### src/rtl/fetch_pkg.sv
// Shared types and constants for the instruction fetch queue.
package fetch_pkg;

  localparam int unsigned IW         = 16;
  localparam int unsigned AW         = 16;
  localparam int unsigned OPCODE_W   = 6;
  localparam int unsigned OPERAND_W  = 10;
  localparam int unsigned OPCODE_MSB = 15;
  localparam int unsigned OPCODE_LSB = 10;

  localparam logic [AW-1:0] RESET_PC = 16'h0000;

  typedef struct packed {
    logic [AW-1:0] pc;
    logic [IW-1:0] instr;
  } fetch_entry_t;

endpackage

### src/rtl/fetch_fifo.sv
// Prefetch FIFO of fetch entries: push/pop with a single-cycle flush to empty.
module fetch_fifo
  import fetch_pkg::*;
#(
  parameter  int unsigned DEPTH = 4,
  localparam int unsigned PW    = $clog2(DEPTH),
  localparam int unsigned CW    = PW + 1
) (
  input  logic         clk,
  input  logic         rst,
  input  logic         push,
  input  fetch_entry_t push_entry,
  input  logic         pop,
  input  logic         flush,
  output fetch_entry_t head_entry,
  output logic [CW-1:0] count
);

  fetch_entry_t  mem [DEPTH];
  logic [PW-1:0] rd_ptr;
  logic [PW-1:0] wr_ptr;
  logic          do_pop;

  // A pop on an empty queue is ignored.
  assign do_pop     = pop && (count != '0);
  assign head_entry = mem[rd_ptr];

  always_ff @(posedge clk or posedge rst) begin
    if (rst) begin
      rd_ptr <= '0;
      wr_ptr <= '0;
      count  <= '0;
    end else if (flush) begin
      rd_ptr <= '0;
      wr_ptr <= '0;
      count  <= '0;
    end else begin
      if (push)   wr_ptr <= wr_ptr + PW'(1);
      if (do_pop) rd_ptr <= rd_ptr + PW'(1);
      count <= count + CW'(push) - CW'(do_pop);
    end
  end

  // Storage is cleared on reset so the head reads as zero afterwards.
  always_ff @(posedge clk or posedge rst) begin
    if (rst) begin
      for (int i = 0; i < int'(DEPTH); i++) mem[i] <= '0;
    end else if (push && !flush) begin
      mem[wr_ptr] <= push_entry;
    end
  end

  a_count_bound: assert property (@(posedge clk) disable iff (rst)
    count <= CW'(DEPTH));

  a_no_write_full: assert property (@(posedge clk) disable iff (rst)
    !(push && !flush && (count == CW'(DEPTH))));

endmodule

### src/rtl/instr_fetch_queue.sv
// Fetch stage: credit-based sequential reads into a prefetch FIFO, head split
// into opcode/operand for decode; redirect flushes and restarts fetch.
module instr_fetch_queue #(
  parameter  int unsigned     DEPTH    = 4,
  parameter  int unsigned     AW       = 16,
  parameter  int unsigned     IW       = 16,
  parameter  logic [AW-1:0]   RESET_PC = 16'h0000,
  localparam int unsigned     CW       = $clog2(DEPTH) + 1
) (
  input  logic          clk,
  input  logic          rst,
  output logic          imem_req,
  output logic [AW-1:0] imem_addr,
  input  logic [IW-1:0] imem_rdata,
  input  logic          redirect,
  input  logic [AW-1:0] redirect_pc,
  output logic          out_valid,
  input  logic          out_ready,
  output logic [IW-1:0] out_instr,
  output logic [AW-1:0] out_pc,
  output logic [5:0]    out_opcode,
  output logic [9:0]    out_operand,
  output logic [AW-1:0] fetch_pc,
  output logic [CW-1:0] count
);

  import fetch_pkg::*;

  logic          inflight;
  logic [AW-1:0] pend_pc;
  logic          push;
  logic          pop;
  fetch_entry_t  push_entry;
  fetch_entry_t  head_entry;

  // Occupancy plus the outstanding read must leave room, so a response
  // always finds a free slot.
  assign imem_req  = !rst && !redirect &&
                     (({1'b0, count} + (CW+1)'(inflight)) < (CW+1)'(DEPTH));
  assign imem_addr = fetch_pc;

  // A response landing in a redirect cycle belongs to the old stream.
  assign push             = inflight && !redirect;
  assign pop              = out_valid && out_ready;
  assign push_entry.pc    = pend_pc;
  assign push_entry.instr = imem_rdata;

  always_ff @(posedge clk or posedge rst) begin
    if (rst) begin
      fetch_pc <= RESET_PC;
      inflight <= 1'b0;
      pend_pc  <= '0;
    end else if (redirect) begin
      fetch_pc <= redirect_pc;
      inflight <= 1'b0;
    end else begin
      inflight <= imem_req;
      if (imem_req) begin
        fetch_pc <= fetch_pc + AW'(1);
        pend_pc  <= fetch_pc;
      end
    end
  end

  fetch_fifo #(.DEPTH(DEPTH)) u_fifo (
    .clk        (clk),
    .rst        (rst),
    .push       (push),
    .push_entry (push_entry),
    .pop        (pop),
    .flush      (redirect),
    .head_entry (head_entry),
    .count      (count)
  );

  assign out_valid   = (count != '0);
  assign out_instr   = head_entry.instr;
  assign out_pc      = head_entry.pc;
  assign out_opcode  = out_instr[OPCODE_MSB:OPCODE_LSB];
  assign out_operand = out_instr[OPCODE_LSB-1:0];

endmodule

### config.mk
export PLATFORM = sky130hd
export DESIGN_NAME = instr_fetch_queue
export DESIGN_NICKNAME = d
export VERILOG_FILES = /design/src/rtl/fetch_pkg.sv /design/src/rtl/fetch_fifo.sv /design/src/rtl/instr_fetch_queue.sv
export SDC_FILE = /design/constraint.sdc
export NUM_CORES = 1
export LEC_CHECK = 0
export ABC_AREA = 0
export CORE_ASPECT_RATIO = 2
export CORE_MARGIN = 1.5
export CORE_UTILIZATION = 54
export DETAILED_ROUTE_END_ITERATION = 10
export PLACE_DENSITY_LB_ADDON = 0.15
export SYNTH_ARGS = -nofsm -noshare
export SYNTH_HDL_FRONTEND = slang
export SYNTH_SLANG_ARGS = --single-unit
### constraint.sdc
create_clock -name clk -period 7 [get_ports clk]
set_input_delay 0.7 -clock clk [delete_from_list [all_inputs] [get_ports clk]]
set_output_delay 0.7 -clock clk [all_outputs]
set_load 0.02 [all_outputs]
==> run_results.csv, run 1 <==
group,metric,value,unit
global_route,grt_pass1_vias,5131,
synthesis,netlist_instances,555,
timing,final.min_clock_period,4.44,ns
critical_path,critPathMaxFanout,46,
power,pwr_density,421,nW/um^2
synthesis,synth_area,7770,um^2
floorplanning,core.rowCount,61,
placement,detailed_place.area,8860,um^2
floorplanning,floorplan.initialDensity,0.556,
global_route,grt_max_degree,111,
synthesis,postSynthNetCount,600,
synthesis,synth_edf_count,0,
synthesis,synth_area_leaders,"sky130_fd_sc_hd__dfrtp_1 (54%), sky130_fd_sc_hd__mux2_2 (19%), sky130_fd_sc_hd__mux4_2 (9.3%)",
finish,final_nets,680,
timing,final-hold-violation-count,0,
clock_tree,post_cts_resized,0,
drt,antenna_violating_nets_post_route,0,
power,power.ir.vdd_worst,0.264,mV
clock_tree,clkTransAtPathRegs,0.06,ns
timing,clock-skew-final,0.0108,ns
drt,wirelength,15500,um
drt,dr_total_vias,4734,
run,maxCapViolCount,0,
finish,post_layout_instance_area,9500,um^2
synthesis,ys_dominant_reg_cell,"sky130_fd_sc_hd__dfrtp_1",
drt,drt-vias-per-instance,5.67,
timing,worst-slew-pin-transition,0.991,ns
power,leakage,0.00429,uW
synthesis,ys_seq_area_frac,0.541,
drt,drt_pass1_iterations,5,
finish,share_of_layout_cells_above_drive_strength_1,0.322,
clock_tree,cts_inserted_buffers,17,
critical_path,crit_arrival,3.74,ns
finish,diodes,0,
synthesis,syn_warnings,0,
critical_path,timing.critical_path.from_type,"primary input",
floorplanning,io_pins,121,
clock_tree,clk_path_buf_depth,2,
synthesis,synthArstFlopShare,1.00,
placement,placement.io_buffers,120,
floorplanning,floorplan.die.height,173,um
timing,relSlewSlack,0.337,
placement,dp_hpwl,10100,um
synthesis,post-synth-top-area-fraction,0.541,
clock_tree,cts_tree,"yes",
synthesis,postSynthAreaPerCell,14.0,um^2
worst_hold_path,holdCritPathClass,"flop to flop",
clock_tree,cts_num_sinks,168,
global_route,globalRoute.totalOverflow,0,
clock_tree,ctsRootBufferMaster,"sky130_fd_sc_hd__clkbuf_16",
run_status,outcome,"completed",
critical_path,critPathRequiredTime,6.30,ns
clock_tree,cts.repair_timing.setup_buffer_count,0,
clock_tree,clk-insertion-delay-late,0.41,ns
drt,wl_per_cell,18.5,um
global_route,grtUsageTotal,0.218,
timing,unrepaired_setup_endpoints_after_global_routing,"no",
floorplanning,die_x,87.8,um
critical_path,critPathCaptureType,"output port",
finish,area_growth,22.3,%
floorplanning,core_region_area,14000,um^2
critical_path,critPathKind,"primary input to output port",
synthesis,netlist.top_cell.by_area,"sky130_fd_sc_hd__dfrtp_1",
clock_tree,cts_htree_levels,4,
timing,maxSlewViolCount,0,
global_route,grt_antenna_before_repair,0,
drt,number_of_design_rule_violations_left_after_detail_routing,0,
critical_path,regToRegSetupSlack,4.62,ns
global_route,grt_pass1_wl,25600,um
floorplanning,total_die_area,15200,um^2
synthesis,synth_commonest_cells,"sky130_fd_sc_hd__dfrtp_1 (168), sky130_fd_sc_hd__mux2_2 (128), sky130_fd_sc_hd__nand2_1 (48)",
synthesis,ys_seq_elements,168,
clock_tree,postCtsHoldBufs,0,
timing,period_share,0.634,
timing,fmax,0.225,GHz
synthesis,yosys.cell_count.top_type,"sky130_fd_sc_hd__dfrtp_1",
finish,n_fill_cell,993,
synthesis,yosys.cell_types.count,45,
placement,place.gp.congestion,0.754,
timing,fin_setup_tns,0,ns
timing,setup_violations,0,
drt,first_iter_violations,215,
power,finalPower,4000,uW
==> layer usage <==
metal | vias up | GRT usage | share of wire
li1 | 2140 | - | -
met1 | 2439 | 0.264 | 0.39
met2 | 138 | 0.383 | 0.55
met3 | 17 | 0.0449 | 0.041
met4 | 0 | 0.0642 | 0.015
met5 | - | 0 | 0
==> logic make-up (layout without fill, tap and decap cells) <==
group	after synthesis	after routing	synth area share
compound gates	42	42	0.0416
xor+xnor	5	5	0.00564
flops	168	168	0.541
simple gates	94	94	0.0601
buf+inv	76	167	0.0562
mux	161	161	0.280
fa+ha+maj	9	9	0.0155
==> final timing paths <==
check	start	to	depth (start not counted)
setup / recovery	redirect	imem_req	6
hold / removal	u_fifo.mem[37]	u_fifo.mem[37]	1
setup reg to reg	u_fifo.count[1]	fetch_pc[3]	7
hold reg to reg	u_fifo.mem[37]	u_fifo.mem[37]	1
max in group asynchronous	rst	u_fifo.mem[20]	3
min in group asynchronous	rst	fetch_pc[12]	2
==> report_power, final <==
group	internal [uW]	switching, uW	total (uW)
Clock	642	365	1010
Combinational	843	685	1530
Sequential	1250	220	1470
==> placed cells by master, fill, tap and decap left out, types with 4 or more instances in the layout <==
cell                              instances
sky130_fd_sc_hd__o21ai_0                 18
sky130_fd_sc_hd__a221o_1                 12
sky130_fd_sc_hd__nand2_2                  4
sky130_fd_sc_hd__nor3_1                   9
sky130_fd_sc_hd__xnor2_1                  4
sky130_fd_sc_hd__clkdlybuf4s50_1        120
sky130_fd_sc_hd__nand2_1                 44
sky130_fd_sc_hd__mux4_2                  32
sky130_fd_sc_hd__inv_1                   12
sky130_fd_sc_hd__nand3_1                  5
sky130_fd_sc_hd__dfrtp_1                166
sky130_fd_sc_hd__mux2_2                 128
sky130_fd_sc_hd__bufinv_16                5
sky130_fd_sc_hd__ha_1                     8
sky130_fd_sc_hd__clkbuf_16               17
sky130_fd_sc_hd__nor2_1                  10
==> registers in the layout, summed over array words and instances, names as in the netlist <==
| register | flops |
|---|---|
| fetch_pc | 16 |
| inflight | 1 |
| pend_pc | 16 |
| u_fifo.mem | 128 |
| u_fifo.count | 3 |
| u_fifo.wr_ptr | 2 |
| u_fifo.rd_ptr | 2 |
==> metrics by stage <==
step / util / hold slack (ns) / worst slack [ns] / std cells
final: 0.680 / 0.501 / 2.56 / 835
after global routing: 0.680 / 0.511 / 2.42 / 835
after CTS: 0.680 / 0.503 / 2.58 / 835
after detailed placement: 0.634 / 0.488 / 2.57 / 805
after global placement: 0.634 / 0.481 / 2.64 / 805
after floorplan: - / 0.474 / 1.75 / 555
==> area by class of cell <==
type	instances	area, um^2	share of cell area
clock inverters	11	198	0.0208
well taps	189	236	0.0249
flip-flops and latches	168	4210	0.443
clock buffers	19	443	0.0466
multi-input cells	311	3140	0.330
inverters	14	57.6	0.00606
repair buffers	123	1220	0.129
==> critical path, cell delays in order <==
cell and delay (ns):
sky130_fd_sc_hd__clkdlybuf4s50_1 0.93, sky130_fd_sc_hd__or3_4 0.62, sky130_fd_sc_hd__o22a_1 0.19, sky130_fd_sc_hd__buf_4 0.27, sky130_fd_sc_hd__inv_2 0.33, sky130_fd_sc_hd__clkdlybuf4s50_1 0.67
Note: power is estimated with default switching activity, not from simulation.
==> run 2, diff against run 1 <==
clock period = 4.3 ns   (was 7 ns; I/O delays follow)
==> run 2 against run 1 <==
Effect of this change: largest cell class unchanged; final area is essentially flat; critical path type unchanged; wire length grew 5.1%; power grew 62%; via count grew 1.5%.
==> run_results.csv, run 2 (same netlist as run 1, synthesis figures left out) <==
group,metric,value,unit
floorplanning,floorplan.initialDensity,0.556,
critical_path,timing.critical_path.from_type,"primary input",
drt,wirelength,16300,um
critical_path,r2r_start,"inflight",
finish,largest_register_ffs,128,
run,maxCapViolCount,0,
floorplanning,floorplan.die.height,173,um
timing,period_share,0.752,
timing,relSlewSlack,0.356,
floorplanning,die_x,87.8,um
clock_tree,clk_path_buf_depth,2,
timing,maxSlewViolCount,0,
floorplanning,io_pins,121,
global_route,grt_max_degree,111,
power,pwr_density,682,nW/um^2
finish,final_nets,683,
drt,dr_total_vias,4807,
timing,final-hold-violation-count,0,
critical_path,timing.rr.end,"u_fifo.mem[0]",
drt,first_iter_violations,260,
critical_path,regToRegSetupSlack,2.05,ns
global_route,globalRoute.totalOverflow,0,
timing,final.hold.worst_slack,0.448,ns
timing,final.min_clock_period,3.23,ns
placement,placement.io_buffers,120,
placement,detailed_place.area,8890,um^2
clock_tree,cts_tree,"yes",
power,power.ir.vdd_worst,0.341,mV
finish,mostFrequentLayoutCell,"sky130_fd_sc_hd__dfrtp_1",
critical_path,rr_worst_depth,3,
timing,setup_violations,0,
finish,share_of_layout_cells_above_drive_strength_1,0.327,
worst_hold_path,holdCritPathClass,"primary input to async pin",
finish,final_cell_mix,"sky130_fd_sc_hd__dfrtp_1 (166), sky130_fd_sc_hd__mux2_2 (128), sky130_fd_sc_hd__clkdlybuf4s50_1 (120)",
finish,layoutNonFillerInstCount,840,
drt,drt-vias-per-instance,5.72,
critical_path,crit_arrival,2.80,ns
finish,biggest_register,"u_fifo.mem",
finish,diodes,0,
timing,fmax,0.309,GHz
clock_tree,post_cts_resized,0,
timing,fin_setup_tns,0,ns
global_route,grt_pass1_wl,26900,um
clock_tree,clkTransAtPathRegs,0.07,ns
power,leakage,0.00429,uW
global_route,grt_pass1_vias,5309,
finish,reg_top3,"u_fifo.mem (128), fetch_pc (16), pend_pc (16)",
finish,post_layout_instance_area,9510,um^2
floorplanning,total_die_area,15200,um^2
run_status,outcome,"completed",
clock_tree,postCtsHoldBufs,0,
critical_path,critPathCaptureType,"output port",
global_route,grt_antenna_before_repair,0,
clock_tree,cts_htree_levels,4,
clock_tree,clk-insertion-delay-late,0.42,ns
critical_path,critPathMaxFanout,19,
clock_tree,cts_num_sinks,168,
floorplanning,core.rowCount,61,
clock_tree,cts.repair_timing.setup_buffer_count,0,
placement,dp_cells,808,
drt,drt_pass1_iterations,4,
finish,n_fill_cell,1015,
drt,wl_per_cell,19.4,um
global_route,grtUsageTotal,0.232,
timing,clock-skew-final,0.00985,ns
clock_tree,cts_inserted_buffers,17,
clock_tree,ctsRootBufferMaster,"sky130_fd_sc_hd__clkbuf_16",
placement,place.gp.congestion,0.777,
finish,area_growth,22.4,%
placement,dp_hpwl,10600,um
drt,number_of_design_rule_violations_left_after_detail_routing,0,
floorplanning,core_region_area,14000,um^2
critical_path,critPathRequiredTime,3.87,ns
drt,antenna_violating_nets_post_route,0,
timing,worst-slew-pin-transition,0.963,ns
critical_path,critPathKind,"primary input to output port",
timing,unrepaired_setup_endpoints_after_global_routing,"no",
[run 2: how the worst max path moves through the flow]
stage / start / end / slack (ns) / depth (start not counted)
after floorplan: rst / fetch_pc[0] / 1.73 / 1
after global placement: redirect / imem_req / 1.14 / 5
after detailed placement: redirect / imem_req / 1.09 / 5
after CTS: redirect / imem_req / 1.07 / 5
after global routing: redirect / imem_req / 0.95 / 5
final: redirect / imem_req / 1.07 / 5
[run 2: cell type report]
cell class | instances | area, um^2 | share of cell area
timing repair buffer | 126 | 1260 | 0.132
multi-input combinational | 311 | 3140 | 0.330
inverter | 14 | 56.3 | 0.00592
sequential | 168 | 4210 | 0.442
tap | 189 | 236 | 0.0249
clock inverter | 14 | 185 | 0.0195
clock buffer | 18 | 429 | 0.0451
[run 2: power breakdown]
part	internal (uW)	switching, uW
sequential	2030	367
combinational	1380	1130
clock	929	644
total	4340	2140
[run 2: worst max-delay path, cell delays in order]
cell	delay (ns)
sky130_fd_sc_hd__clkdlybuf4s50_1	0.68
sky130_fd_sc_hd__or3_4	0.52
sky130_fd_sc_hd__o22a_1	0.21
sky130_fd_sc_hd__inv_2	0.28
sky130_fd_sc_hd__clkdlybuf4s50_1	0.68
[run 2: routing by layer]
layer  track usage  wire length, um  vias up
met1         0.273             6110     2478
met2         0.408             9060      151
li1              -                -     2152
met4        0.0946              408        0
met5             0                0        -
met3        0.0415              678       26
[run 2: through the flow]
stage	total power, uW	setup slack (ns)	util
3_3_place_gp	4860	1.14	0.637
6_report	6480	1.07	0.681
4_1_cts	6550	1.07	0.681
3_5_place_dp	4970	1.09	0.637
5_1_grt	6810	0.950	0.681
2_1_floorplan	4030	1.73	-
==> run 3, diff against run 2 <==
clock period = 3.07 ns   (was 4.3 ns; I/O delays follow)
==> run 3 against run 2 <==
Effect of this change: setup slack lost 0.71 ns; utilization grew 0.91 points; register-to-register slack lost 1.3 ns; combinational power grew 41%; power grew 41%; final cell count grew 0.83%; highest routed layer unchanged; clock skew shrank 0.00082 ns; critical path depth shrank 2; global-route usage shrank 0.33 points; clock-buffer cell count grew 2; die area is the same; sequential share of layout area shrank 0.59 points.
==> run_results.csv, run 3 (same netlist as run 1, synthesis figures left out) <==
group,metric,value,unit
drt,wl_per_cell,19.2,um
finish,biggest_register,"u_fifo.mem",
global_route,grt_pass1_vias,5236,
clock_tree,post_cts_resized,0,
global_route,grt_antenna_before_repair,0,
critical_path,critPathKind,"flop to output port",
floorplanning,core_region_area,14000,um^2
finish,mostFrequentLayoutCell,"sky130_fd_sc_hd__dfrtp_1",
critical_path,crit_arrival,2.41,ns
timing,unrepaired_setup_endpoints_after_global_routing,"no",
floorplanning,core.rowCount,61,
placement,placement.io_buffers,120,
clock_tree,ctsRootBufferMaster,"sky130_fd_sc_hd__clkbuf_16",
placement,dp_hpwl,10700,um
floorplanning,floorplan.initialDensity,0.556,
finish,diodes,0,
clock_tree,cts.repair_timing.setup_buffer_count,0,
finish,n_fill_cell,1018,
global_route,grt_max_degree,64,
power,pwr_density,946,nW/um^2
drt,wirelength,16200,um
finish,final_nets,691,
timing,final-hold-violation-count,0,
drt,drt_pass1_iterations,6,
timing,final.min_clock_period,2.71,ns
clock_tree,clk-insertion-delay-late,0.41,ns
timing,fmax,0.369,GHz
drt,number_of_design_rule_violations_left_after_detail_routing,0,
finish,post_layout_instance_area,9640,um^2
critical_path,critPathCaptureType,"output port",
drt,dr_total_vias,4862,
timing,period_share,0.884,
power,leakage,0.00436,uW
clock_tree,postCtsHoldBufs,0,
clock_tree,cts_inserted_buffers,17,
critical_path,critPathMaxFanout,26,
placement,place.gp.congestion,0.809,
run_status,outcome,"completed",
timing,final.hold.worst_slack,0.365,ns
critical_path,r2r_start,"u_fifo.count[1]",
timing,relSlewSlack,0.575,
global_route,grtUsageTotal,0.229,
floorplanning,floorplan.die.height,173,um
finish,final_cell_mix,"sky130_fd_sc_hd__dfrtp_1 (166), sky130_fd_sc_hd__mux2_2 (128), sky130_fd_sc_hd__clkdlybuf4s50_1 (120)",
timing,setup_violations,0,
drt,first_iter_violations,207,
clock_tree,cts_num_sinks,168,
global_route,globalRoute.totalOverflow,0,
floorplanning,io_pins,121,
timing,worst-slew-pin-transition,0.637,ns
clock_tree,cts_htree_levels,4,
clock_tree,clk_path_buf_depth,2,
critical_path,critPathRequiredTime,2.76,ns
timing,maxSlewViolCount,0,
timing,clock-skew-final,0.00903,ns
finish,share_of_layout_cells_above_drive_strength_1,0.333,
run,maxCapViolCount,0,
finish,reg_top3,"u_fifo.mem (128), fetch_pc (16), pend_pc (16)",
critical_path,timing.critical_path.from_type,"flop",
finish,layoutNonFillerInstCount,847,
drt,drt-vias-per-instance,5.74,
floorplanning,total_die_area,15200,um^2
clock_tree,clkTransAtPathRegs,0.07,ns
placement,dp_cells,816,
clock_tree,cts_tree,"yes",
floorplanning,die_x,87.8,um
finish,largest_register_ffs,128,
worst_hold_path,holdCritPathClass,"primary input to async pin",
power,power.ir.vdd_worst,0.429,mV
critical_path,startpoint,"u_fifo.rd_ptr[0]",
timing,fin_setup_tns,0,ns
drt,antenna_violating_nets_post_route,0,
global_route,grt_pass1_wl,26400,um
finish,area_growth,24.1,%
placement,detailed_place.area,9020,um^2
## run 3: worst max-delay path, cell delays in order (launching register included)
cell	delay, ns
sky130_fd_sc_hd__dfrtp_2	0.55
sky130_fd_sc_hd__buf_12	0.28
sky130_fd_sc_hd__mux4_2	0.58
sky130_fd_sc_hd__clkdlybuf4s50_1	0.56
## run 3: worst paths after layout
kind | to | slack [ns] | depth (start not counted)
min | u_fifo.mem[100] | 0.36 | 2
min in group clk | fetch_pc[0] | 0.47 | 3
max in group asynchronous | u_fifo.mem[45] | 1.67 | 4
max | out_pc[10] | 0.36 | 3
max reg2reg | fetch_pc[8] | 0.79 | 6
min reg2reg | u_fifo.mem[16] | 0.50 | 1
## run 3: per-layer routing
metal	global-route usage	routed length (um)	vias to the layer above
li1	-	-	2166
met5	0	0	-
met1	0.262	6270	2539
met3	0.0487	642	18
met4	0.0893	323	0
met2	0.406	9000	139
## run 3: metrics by stage
stage | setup WS, ns | util | power (uW)
final | 0.356 | 0.690 | 9110
after global routing | 0.244 | 0.690 | 9570
after CTS | 0.282 | 0.690 | 9220
after detailed placement | 0.630 | 0.646 | 6970
after global placement | 0.652 | 0.646 | 6840
after floorplan | 0.622 | - | 5650
## run 3: area by class of cell
type	count	area, um^2	area share
Inverter	14	56.3	0.00584
Clock inverter	11	173	0.0179
Sequential cell	168	4210	0.437
Timing Repair Buffer	134	1380	0.143
Multi-Input combinational cell	311	3140	0.325
Tap cell	189	236	0.0245
Clock buffer	20	447	0.0464
## run 3: power by group
part | internal, uW | leakage [uW] | total, uW | switching [uW]
combinational | 1950 | 0.00187 | 3540 | 1580
clock | 1380 | 0.000300 | 2220 | 837
sequential | 2850 | 0.00219 | 3350 | 502
